### config.mk
export PLATFORM = sky130hd
export DESIGN_NAME = mem_bus_arbiter_flat
export DESIGN_NICKNAME = d
export VERILOG_FILES = /design/src/rtl/mem_bus_arbiter_pkg.sv /design/src/rtl/mem_bus_if.sv /design/src/rtl/mem_bus_arbiter_watchdog.sv /design/src/rtl/mem_bus_arbiter.sv /design/src/flat_wrapper.sv
export SDC_FILE = /design/constraint.sdc
export NUM_CORES = 1
export LEC_CHECK = 0
export ABC_AREA = 1
export BUFFER_PORTS_ARGS = -buffer_cell sky130_fd_sc_hd__buf_2
export CAP_MARGIN = 20
export CORE_AREA = 2 2 122 124
export CTS_CLUSTER_SIZE = 14
export DETAILED_ROUTE_END_ITERATION = 6
export DIE_AREA = 0 0 124 126
export PLACE_DENSITY = 0.57
export SKIP_CTS_REPAIR_TIMING = 1
export SLEW_MARGIN = 20
export SYNTH_ARGS = -nofsm -noshare
export SYNTH_HDL_FRONTEND = slang
export SYNTH_HIERARCHICAL = 1
export SYNTH_SLANG_ARGS = --single-unit
### constraint.sdc
create_clock -name clk -period 4.4 [get_ports clk]
set_input_delay 0.44 -clock clk [delete_from_list [all_inputs] [get_ports clk]]
set_output_delay 0.44 -clock clk [all_outputs]
set_load 0.01 [all_outputs]
### src/rtl/mem_bus_arbiter_pkg.sv
// mem_bus_arbiter_pkg: shared state encoding, grant constants and defaults for the memory bus arbiter
package mem_bus_arbiter_pkg;
  typedef enum logic {ST_IDLE = 1'b0, ST_BUSY = 1'b1} state_t;
  localparam int DEF_TIMEOUT = 255;
  localparam logic [31:0] DEF_ERR_RDATA = 32'hDEAD_BEEF;
  localparam logic [1:0] GNT_NONE = 2'b00;
  localparam logic [1:0] GNT_M0 = 2'b01;
  localparam logic [1:0] GNT_M1 = 2'b10;
  function automatic logic [1:0] onehot(input logic m);
    return m ? GNT_M1 : GNT_M0;
  endfunction
endpackage

### src/rtl/mem_bus_if.sv
// mem_bus_if: picorv32-style native valid/ready memory bus
interface mem_bus_if #(
  parameter int ADDR_W = 32,
  parameter int DATA_W = 32
);
  logic valid;
  logic instr;
  logic [ADDR_W-1:0] addr;
  logic [DATA_W-1:0] wdata;
  logic [DATA_W/8-1:0] wstrb;
  logic ready;
  logic [DATA_W-1:0] rdata;
  modport master(output valid, instr, addr, wdata, wstrb, input ready, rdata);
  modport slave(input valid, instr, addr, wdata, wstrb, output ready, rdata);
endinterface

### src/rtl/mem_bus_arbiter_watchdog.sv
// arb_watchdog: saturating stall counter that flags the last allowed cycle before expiry
module arb_watchdog #(
  parameter int MAX = 255
) (
  input  logic clk,
  input  logic resetn,
  input  logic clr_i,
  input  logic en_i,
  output logic expire_o
);
  localparam int W = $clog2(MAX + 1);
  logic [W-1:0] cnt_q, cnt_d;
  assign cnt_d = clr_i ? '0 : (en_i && cnt_q != W'(MAX)) ? cnt_q + 1'b1 : cnt_q;
  assign expire_o = en_i && cnt_q == W'(MAX - 1);
  always_ff @(posedge clk or negedge resetn)
    if (!resetn) cnt_q <= '0;
    else cnt_q <= cnt_d;
endmodule

### src/rtl/mem_bus_arbiter.sv
// mem_bus_arbiter: round-robin two-master arbiter for a single valid/ready slave with stall watchdog
module mem_bus_arbiter
  import mem_bus_arbiter_pkg::*;
#(
  parameter int ADDR_W = 32,
  parameter int DATA_W = 32,
  parameter int TIMEOUT = DEF_TIMEOUT,
  parameter logic [DATA_W-1:0] ERR_RDATA = DATA_W'(DEF_ERR_RDATA)
) (
  input  logic       clk,
  input  logic       resetn,
  mem_bus_if.slave   m0,
  mem_bus_if.slave   m1,
  mem_bus_if.master  s,
  output logic [1:0] grant,
  output logic       timeout_err
);
  state_t state_q, state_d;
  logic [1:0] grant_q, grant_d;
  logic prio_q, prio_d, exp_q, exp_d;
  logic busy, sel, gv, done, expire;
  logic [ADDR_W-1:0] addr_mux;
  logic [DATA_W-1:0] rdata_mux;
  assign busy = state_q == ST_BUSY;
  assign sel = grant_q[1];
  assign gv = busy && (sel ? m1.valid : m0.valid);
  // exp_q marks the registered forced-completion cycle after the watchdog fired
  assign done = busy && (exp_q || (gv && s.ready));
  arb_watchdog #(.MAX(TIMEOUT)) u_wdog (
    .clk,
    .resetn,
    .clr_i(!busy),
    .en_i(gv && !s.ready && !exp_q),
    .expire_o(expire)
  );
  always_comb begin
    state_d = state_q;
    grant_d = grant_q;
    prio_d = prio_q;
    exp_d = 1'b0;
    if (!busy) begin
      grant_d = (m0.valid && m1.valid) ? onehot(prio_q) : m1.valid ? GNT_M1 : m0.valid ? GNT_M0 : GNT_NONE;
      state_d = (m0.valid || m1.valid) ? ST_BUSY : ST_IDLE;
    end else if (done || !gv) begin
      state_d = ST_IDLE;
      grant_d = GNT_NONE;
      prio_d = done ? !sel : prio_q;
    end else begin
      exp_d = expire;
    end
  end
  always_ff @(posedge clk or negedge resetn)
    if (!resetn) begin
      state_q <= ST_IDLE;
      grant_q <= GNT_NONE;
      prio_q <= 1'b0;
      exp_q <= 1'b0;
    end else begin
      state_q <= state_d;
      grant_q <= grant_d;
      prio_q <= prio_d;
      exp_q <= exp_d;
    end
  assign addr_mux = sel ? m1.addr : m0.addr;
  assign s.addr = addr_mux;
  assign s.valid = gv && !exp_q;
  assign s.instr = sel ? m1.instr : m0.instr;
  assign s.wdata = sel ? m1.wdata : m0.wdata;
  assign s.wstrb = sel ? m1.wstrb : m0.wstrb;
  assign rdata_mux = exp_q ? ERR_RDATA : s.rdata;
  assign m0.ready = done && !sel;
  assign m1.ready = done && sel;
  assign m0.rdata = m0.ready ? rdata_mux : '0;
  assign m1.rdata = m1.ready ? rdata_mux : '0;
  assign grant = grant_q;
  assign timeout_err = exp_q;
endmodule

### src/flat_wrapper.sv
// flat-port wrapper written by rule: the top's interface ports become plain ports
module mem_bus_arbiter_flat import mem_bus_arbiter_pkg::*;
#(
  parameter int ADDR_W = 32,
  parameter int DATA_W = 32,
  parameter int TIMEOUT = DEF_TIMEOUT,
  parameter logic [DATA_W-1:0] ERR_RDATA = DATA_W'(DEF_ERR_RDATA)
)
  (clk, resetn, grant, timeout_err, m0_valid, m0_instr, m0_addr, m0_wdata, m0_wstrb, m0_ready, m0_rdata, m1_valid, m1_instr, m1_addr, m1_wdata, m1_wstrb, m1_ready, m1_rdata, s_valid, s_instr, s_addr, s_wdata, s_wstrb, s_ready, s_rdata);
  mem_bus_if #(.ADDR_W(ADDR_W), .DATA_W(DATA_W)) m0_i ();
  mem_bus_if #(.ADDR_W(ADDR_W), .DATA_W(DATA_W)) m1_i ();
  mem_bus_if #(.ADDR_W(ADDR_W), .DATA_W(DATA_W)) s_i ();
  input  logic clk;
  input  logic resetn;
  output logic [1:0] grant;
  output logic timeout_err;
  input wire logic [$bits(m0_i.valid)-1:0] m0_valid;
  input wire logic [$bits(m0_i.instr)-1:0] m0_instr;
  input wire logic [$bits(m0_i.addr)-1:0] m0_addr;
  input wire logic [$bits(m0_i.wdata)-1:0] m0_wdata;
  input wire logic [$bits(m0_i.wstrb)-1:0] m0_wstrb;
  output wire logic [$bits(m0_i.ready)-1:0] m0_ready;
  output wire logic [$bits(m0_i.rdata)-1:0] m0_rdata;
  input wire logic [$bits(m1_i.valid)-1:0] m1_valid;
  input wire logic [$bits(m1_i.instr)-1:0] m1_instr;
  input wire logic [$bits(m1_i.addr)-1:0] m1_addr;
  input wire logic [$bits(m1_i.wdata)-1:0] m1_wdata;
  input wire logic [$bits(m1_i.wstrb)-1:0] m1_wstrb;
  output wire logic [$bits(m1_i.ready)-1:0] m1_ready;
  output wire logic [$bits(m1_i.rdata)-1:0] m1_rdata;
  output wire logic [$bits(s_i.valid)-1:0] s_valid;
  output wire logic [$bits(s_i.instr)-1:0] s_instr;
  output wire logic [$bits(s_i.addr)-1:0] s_addr;
  output wire logic [$bits(s_i.wdata)-1:0] s_wdata;
  output wire logic [$bits(s_i.wstrb)-1:0] s_wstrb;
  input wire logic [$bits(s_i.ready)-1:0] s_ready;
  input wire logic [$bits(s_i.rdata)-1:0] s_rdata;
  assign m0_i.valid = m0_valid;
  assign m0_i.instr = m0_instr;
  assign m0_i.addr = m0_addr;
  assign m0_i.wdata = m0_wdata;
  assign m0_i.wstrb = m0_wstrb;
  assign m0_ready = m0_i.ready;
  assign m0_rdata = m0_i.rdata;
  assign m1_i.valid = m1_valid;
  assign m1_i.instr = m1_instr;
  assign m1_i.addr = m1_addr;
  assign m1_i.wdata = m1_wdata;
  assign m1_i.wstrb = m1_wstrb;
  assign m1_ready = m1_i.ready;
  assign m1_rdata = m1_i.rdata;
  assign s_valid = s_i.valid;
  assign s_instr = s_i.instr;
  assign s_addr = s_i.addr;
  assign s_wdata = s_i.wdata;
  assign s_wstrb = s_i.wstrb;
  assign s_i.ready = s_ready;
  assign s_i.rdata = s_rdata;
  mem_bus_arbiter #(.ADDR_W(ADDR_W), .DATA_W(DATA_W), .TIMEOUT(TIMEOUT), .ERR_RDATA(ERR_RDATA)) u_core (.clk(clk), .resetn(resetn), .m0(m0_i), .m1(m1_i), .s(s_i), .grant(grant), .timeout_err(timeout_err));
endmodule
==> key figures, run 1 <==
Clock network
  – Sink Count: 13
  – Clk root buf: clkbuf_16
  – Clock latency on the worst-skew pair: 230 ps
  – CTS tree: done
  – H-tree depth: 1
  – CTS buffer count: 3
  – CTS clk-pin slew, worst paths: roughly 40 ps
  – Clock buffer depth: 2

Floorplanning
  – Die Wd: around 120 microns
  – Top-Level Pins: between 300 and 400
  – Core Area: 0.0143 sq mm
  – Initial core utilization: about 15%
  – # rows: 44
  – Die Y-Extent: approximately 130 microns
  – Die area: around 0.016 sq mm

Power
  – Power density over the cells: around 260 mW/mm^2
  – Max IR drop VDD: 150 uV
  – Leakage Power: between 0.002 and 0.003 uW

Worst setup path
  – Crit path cell chain: inv_2 > nand2_4 > nand3_4 > nor2_1 > buf_2
  – WP buf/inv: 2
  – Crit. End Element: primary output
  – Worst path required time: 3960 ps
  – Delay-heaviest family, CP: flip-flops
  – WP depth: 5
  – Startpoint types: flip-flop
  – Delay of the slowest critical-path stage: roughly 930 ps
  – Setup Crit Path Kind: reg -> out
  – Max stage delay cell, worst path: dfrtp_1
  – Worst Path Arrival: between 2000 and 2500 ps
  – R2r worst-path depth: 9
  – Critical-path maximum fanout: 33

STA
  – Period minus WS final: ~2800 ps
  – Layout Skew: about 0.70 ps
  – Slew Limit Fails: 0
  – Final hold slack: just over 90 ps
  – Fmax: roughly 0.35 GHz
  – Unrepaired setup endpoints after global routing: no
  – Sum Neg Setup Slack: 0 ps
  – Hold violation total from the final report: 0
  – Slew headroom: roughly two fifths
  – # setup viols final: 0
  – Slew @ Worst Pin: around 920 ps
  – Final period utilization: around 64%

GRT
  – Overflow after GRT: 0
  – Antenna violations before repair: 0
  – Vias in the first global route: just under 3000
  – First-pass GRT wire length: ~15000 microns
  – GR Util All Layers: about an eighth
  – Pin count of the biggest net entering global routing: 74

Status
  – Status: finished, final reports clean

Place
  – I/O Buffers: 313
  – Post-DP HPWL: 9240 microns
  – Placed Cells: about 910
  – Placer Congestion: 0.847

Synthesis
  – Yosys reg bits: 13
  – Cells after synthesis: roughly 440
  – YS warnings: 6
  – Post-synthesis cell type count: 26
  – Main synth FF type: dfrtp_1
  – Post-synth top area share: about 44%
  – Synthesized area: 0.00213 sq mm
  – Number of synthesized flops with an enable pin: 0
  – Count leader, synth: nand2_1
  – Dominant cells by area after synthesis: nand2_1 44%, nor2_1 16%, dfrtp_1 15%, buf_6 3.7%, nor2_2 3.2%
  – Async S/R FF share, synth: 100%
  – Mean Syn Cell Area: about 4.9 sq um
  – Sequential cell area fraction in the yosys report: about 15%
  – List of most frequent post-synthesis cells: 252 x nand2_1, 91 x nor2_1, 14 x clkbuf_1, 13 x dfrtp_1, 12 x inv_1
  – Post-synth top area cell: nand2_1
  – Post-synth net total: 614

Routing
  – DRT Wirelength: roughly 11000 microns
  – Drc violations: 0
  – WL/cell: around 12 microns
  – Post-route ant nets: 0
  – Initial DRC Count: between 100 and 150
  – DR vias/cell: between 3 and 4
  – First-pass DRT Iterations: 4
  – Via count: approximately 3600

Final layout
  – Layout area overhead: 81.9%
  – Nets: 910
  – Post-Layout Cell Count: roughly 900
  – Layout cells sized above 1: 47.0%
  – Antenna cells: 0

Job
  – Max cap viols: 0

Worst hold path
  – Hold crit path type: in -> async
-- state kept, by name, indices dropped and copies added (netlist names) --
| name | flops |
|---|---|
| u_core/busy | 1 |
| u_core/grant | 2 |
| u_core/prio_q | 1 |
| u_core/timeout_err | 1 |
| u_core/u_wdog/cnt_q | 8 |
-- report_power, final --
part / total (uW) / internal [uW] / switching [uW]
registers: 156 / 137 / 19.0
logic: 694 / 255 / 439
clock network: 165 / 122 / 43.8
-- cells in the final DEF (no fill, tap or decap) --
master,instances
clkbuf_1,1
a21oi_1,1
dfrtp_1,12
nand2_2,4
nor3_2,1
inv_2,1
clkinv_1,1
clkbuf_16,3
nand2_4,2
nor2_4,1
nor4_1,1
nand3_1,8
buf_2,313
nor2_2,11
dfrtp_2,1
o211ai_1,1
clkinv_2,2
ha_1,2
o21ai_0,1
nor2_1,91
o21ai_1,1
nand3_4,2
nand2_1,252
nand4_1,1
xor2_1,3
nand3_2,1
inv_1,12
buf_4,2
-- final timing paths --
| path | from | end | slack (ps) |
|---|---|---|---|
| worst min register to register | u_core/grant[0]$_DFFE_PN0P_ | u_core/grant[0]$_DFFE_PN0P_ | 480 |
| worst max-delay path | u_core/timeout_err$_DFF_PN0_ | m1_rdata[17] | 1580 |
| max in group asynchronous | resetn | u_core/grant[1]$_DFFE_PN0P_ | 4050 |
| min in group clk | u_core/grant[0]$_DFFE_PN0P_ | u_core/grant[0]$_DFFE_PN0P_ | 480 |
| worst max register to register | u_core/grant[1]$_DFFE_PN0P_ | u_core/u_wdog/cnt_q[2]$_DFFE_PN0P_ | 2150 |
| worst min-delay path | resetn | u_core/u_wdog/cnt_q[5]$_DFFE_PN0P_ | 90 |
-- final cells by class --
class	instances	area (sq um)
inverters	16	62.6
flip-flops and latches	13	327
well taps	184	230
clock buffers	4	78.8
repair buffers	315	1580
fillers	1653	10400
multi-input cells	384	1600
-- per-layer routing --
| metal | GRT usage (%) | part of all wire [%] | vias up |
|---|---|---|---|
| met3 | 1.90 | 9.2 | 16 |
| met1 | 14.3 | 39 | 1439 |
| met2 | 23.0 | 50 | 210 |
| met5 | 0 | 0 | - |
| li1 | - | - | 1888 |
| met4 | 2.91 | 2.0 | 0 |
-- metrics by stage --
step	setup slack (ps)	cell area (sq um)	utilization (%)	total power (uW)
final	1580	3880	27.1	1020
after global routing	1250	3880	27.1	1120
after CTS	1470	3880	27.1	1030
after global placement	1770	3800	26.5	866
after floorplan	2600	2130	-	540
after detailed placement	1730	3800	26.5	862
-- logic make-up after synthesis --
logic type	Yosys count	synth area share, %
AND/OR/NAND/NOR	375	71.5
buffers and inverters	40	9.81
flip-flops	13	15.3
AO/OA/AOI/OAI	4	1.06
XOR/XNOR	3	1.23
adder cells (fa/ha/maj)	2	1.17
No activity file was read; power rests on OpenSTA's default activity.
==> inputs of run 2 (changes only) <==
Settings changed: CORE_AREA 2 2 122 124 to 2 2 121 123, DIE_AREA 0 0 124 126 to 0 0 123 125, PLACE_DENSITY 0.57 to 0.6.
Clock period 4.4 ns to 2.3 ns, I/O delays scaled along.
==> key figures, run 2 (same netlist as run 1, synthesis figures left out) <==
Status
  – Status: finished, final reports clean

Routing
  – Via count: 3612
  – WL/cell: 11.6 microns
  – DR vias/cell: 3.92
  – Drc violations: 0
  – Initial DRC Count: ~190
  – DRT Wirelength: around 11000 microns
  – First-pass DRT Iterations: 4
  – Post-route ant nets: 0

GRT
  – Met3 Resource Use GR: under 10%
  – Vias in the first global route: around 3000
  – First-pass GRT wire length: ~15000 microns
  – Met2 GRT Util: 25.2%
  – Antenna violations before repair: 0
  – GRT Max-Usage Layer: met2
  – Pin count of the biggest net entering global routing: between 70 and 80
  – GR Util All Layers: between 10% and 20%
  – Overflow after GRT: 0
  – Met1 GRT Util: 14.4%

STA
  – Slew @ Worst Pin: between 700 and 800 ps
  – Layout Skew: just under 0.7 ps
  – # setup viols final: 0
  – Sum Neg Setup Slack: 0 ps
  – Hold violation total from the final report: 0
  – Final period utilization: just under 90%
  – Unrepaired setup endpoints after global routing: no
  – Slew Limit Fails: 0
  – Period minus WS final: 2010 ps
  – Fmax: 0.496 GHz
  – Final hold slack: 275 ps
  – Final worst slack: roughly 290 ps
  – Slew headroom: between 50% and 60%

Worst setup path
  – Startpoint types: flip-flop
  – Max stage delay cell, worst path: dfrtp_2
  – Worst Path Arrival: between 1500 and 2000 ps
  – Reg-to-reg slack, setup: around 760 ps
  – WP buf/inv: 3
  – Delay-heaviest family, CP: simple AND/OR/NAND/NOR gates
  – Setup Crit Path Kind: reg -> out
  – WP depth: 5
  – Crit path cell chain: clkinv_2 > buf_12 > nand3_4 > nor2_1 > buf_2
  – R2r worst-path depth: 10
  – Crit. End Element: primary output
  – Delay of the slowest critical-path stage: approximately 440 ps
  – Critical-path maximum fanout: 70
  – Worst path required time: about 2100 ps

Job
  – Max cap viols: 0

Clock network
  – CTS clk-pin slew, worst paths: approximately 50 ps
  – CTS tree: done
  – Clk root buf: clkbuf_16
  – Clock latency on the worst-skew pair: 240 ps
  – Clock buffer depth: 2
  – CTS buffer count: 3
  – Sink Count: 13
  – H-tree depth: 1

Final layout
  – Top reg by flops: u_core/u_wdog/cnt_q
  – Commonest cells after routing, fill and taps aside: 313 x buf_2, 252 x nand2_1, 91 x nor2_1
  – Layout cells sized above 1: around 47%
  – Nets: between 900 and 1000
  – Max reg flops: 8
  – Post-Layout Cell Count: between 900 and 1000
  – Commonest non-fill, non-tap cell in the layout: buf_2
  – Layout area overhead: 84.4%
  – Antenna cells: 0

Place
  – Placed Cells: 916
  – I/O Buffers: around 310
  – Pre-CTS WS: around 540 ps
  – Post-DP HPWL: approximately 8800 microns
  – Placer Congestion: between 0.8 and 0.9

Worst hold path
  – Hold crit path type: in -> reg
  – Worst hold path depth: 3

Floorplanning
  – Core Area: roughly 0.014 sq mm
  – Die Wd: about 120 microns
  – Initial core utilization: between 10% and 20%
  – # rows: 44
  – Die area: approximately 0.015 sq mm
  – Die Y-Extent: around 130 microns
  – Top-Level Pins: ~310

Power
  – P_int: 997 uW
  – Sw frac: between 40% and 50%
  – Max IR drop VDD: approximately 220 uV
  – Power density over the cells: between 500 and 600 mW/mm^2
  – Gate power share: 67.7%
  – Power share of the clock group: between 10% and 20%
  – Leakage Power: approximately 0.0027 uW
  – Seq pwr share: between 15 and 20%
  – Sw Pwr: ~970 uW
[run 2: cell count changes in the layout (fill, tap and decap cells not counted), sizes merged]
cell / previous run / this run
clkinv: 3 / 4
buf: 315 / 319
dlygate4sd3: 0 / 1
clkbuf: 4 / 3
[run 2: path summary, 6_finish.rpt]
path / start / end
worst max-delay path: u_core/grant[1]$_DFFE_PN0P_ / m0_rdata[23]
min in group asynchronous: resetn / u_core/grant[0]$_DFFE_PN0P_
worst max register to register: u_core/grant[1]$_DFFE_PN0P_ / u_core/u_wdog/cnt_q[0]$_DFFE_PN0P_
worst min register to register: u_core/grant[0]$_DFFE_PN0P_ / u_core/grant[0]$_DFFE_PN0P_
max in group asynchronous: resetn / u_core/grant[1]$_DFFE_PN0P_
worst min-delay path: m1_valid / u_core/grant[1]$_DFFE_PN0P_
[run 2: layer usage]
metal | share of wire [%] | vias up
met5 | 0 | -
met4 | 0.38 | 0
met3 | 9.0 | 4
met2 | 52 | 198
met1 | 39 | 1504
li1 | - | 1906
[run 2: power by group through the flow]
stage	combinational, uW	clock (uW)	sequential, uW
after floorplan	734	0	298
after global placement	1350	0	305
after detailed placement	1350	0	306
after CTS	1350	342	302
after global routing	1490	352	308
final	1330	334	301
[run 2: worst min-delay path, stage by stage]
cell and delay [ps]:
buf_2 120, o211ai_1 70, nand2_1 50
[run 2: cell type report]
type | count | area (sq um)
fill | 1644 | 10300
timing repair buffer | 320 | 1630
multi-input combinational | 384 | 1600
sequential | 13 | 327
tap | 184 | 230
clock buffer | 3 | 75.1
inverter | 16 | 62.6
clock inverter | 1 | 5.00
[run 2: stage by stage]
step,util (%),instance area (sq um),total power (uW)
after floorplan,-,2130,1030
after global placement,27.0,3840,1650
after detailed placement,27.0,3840,1650
after CTS,27.6,3920,2000
after global routing,27.7,3930,2150
final,27.7,3930,1970
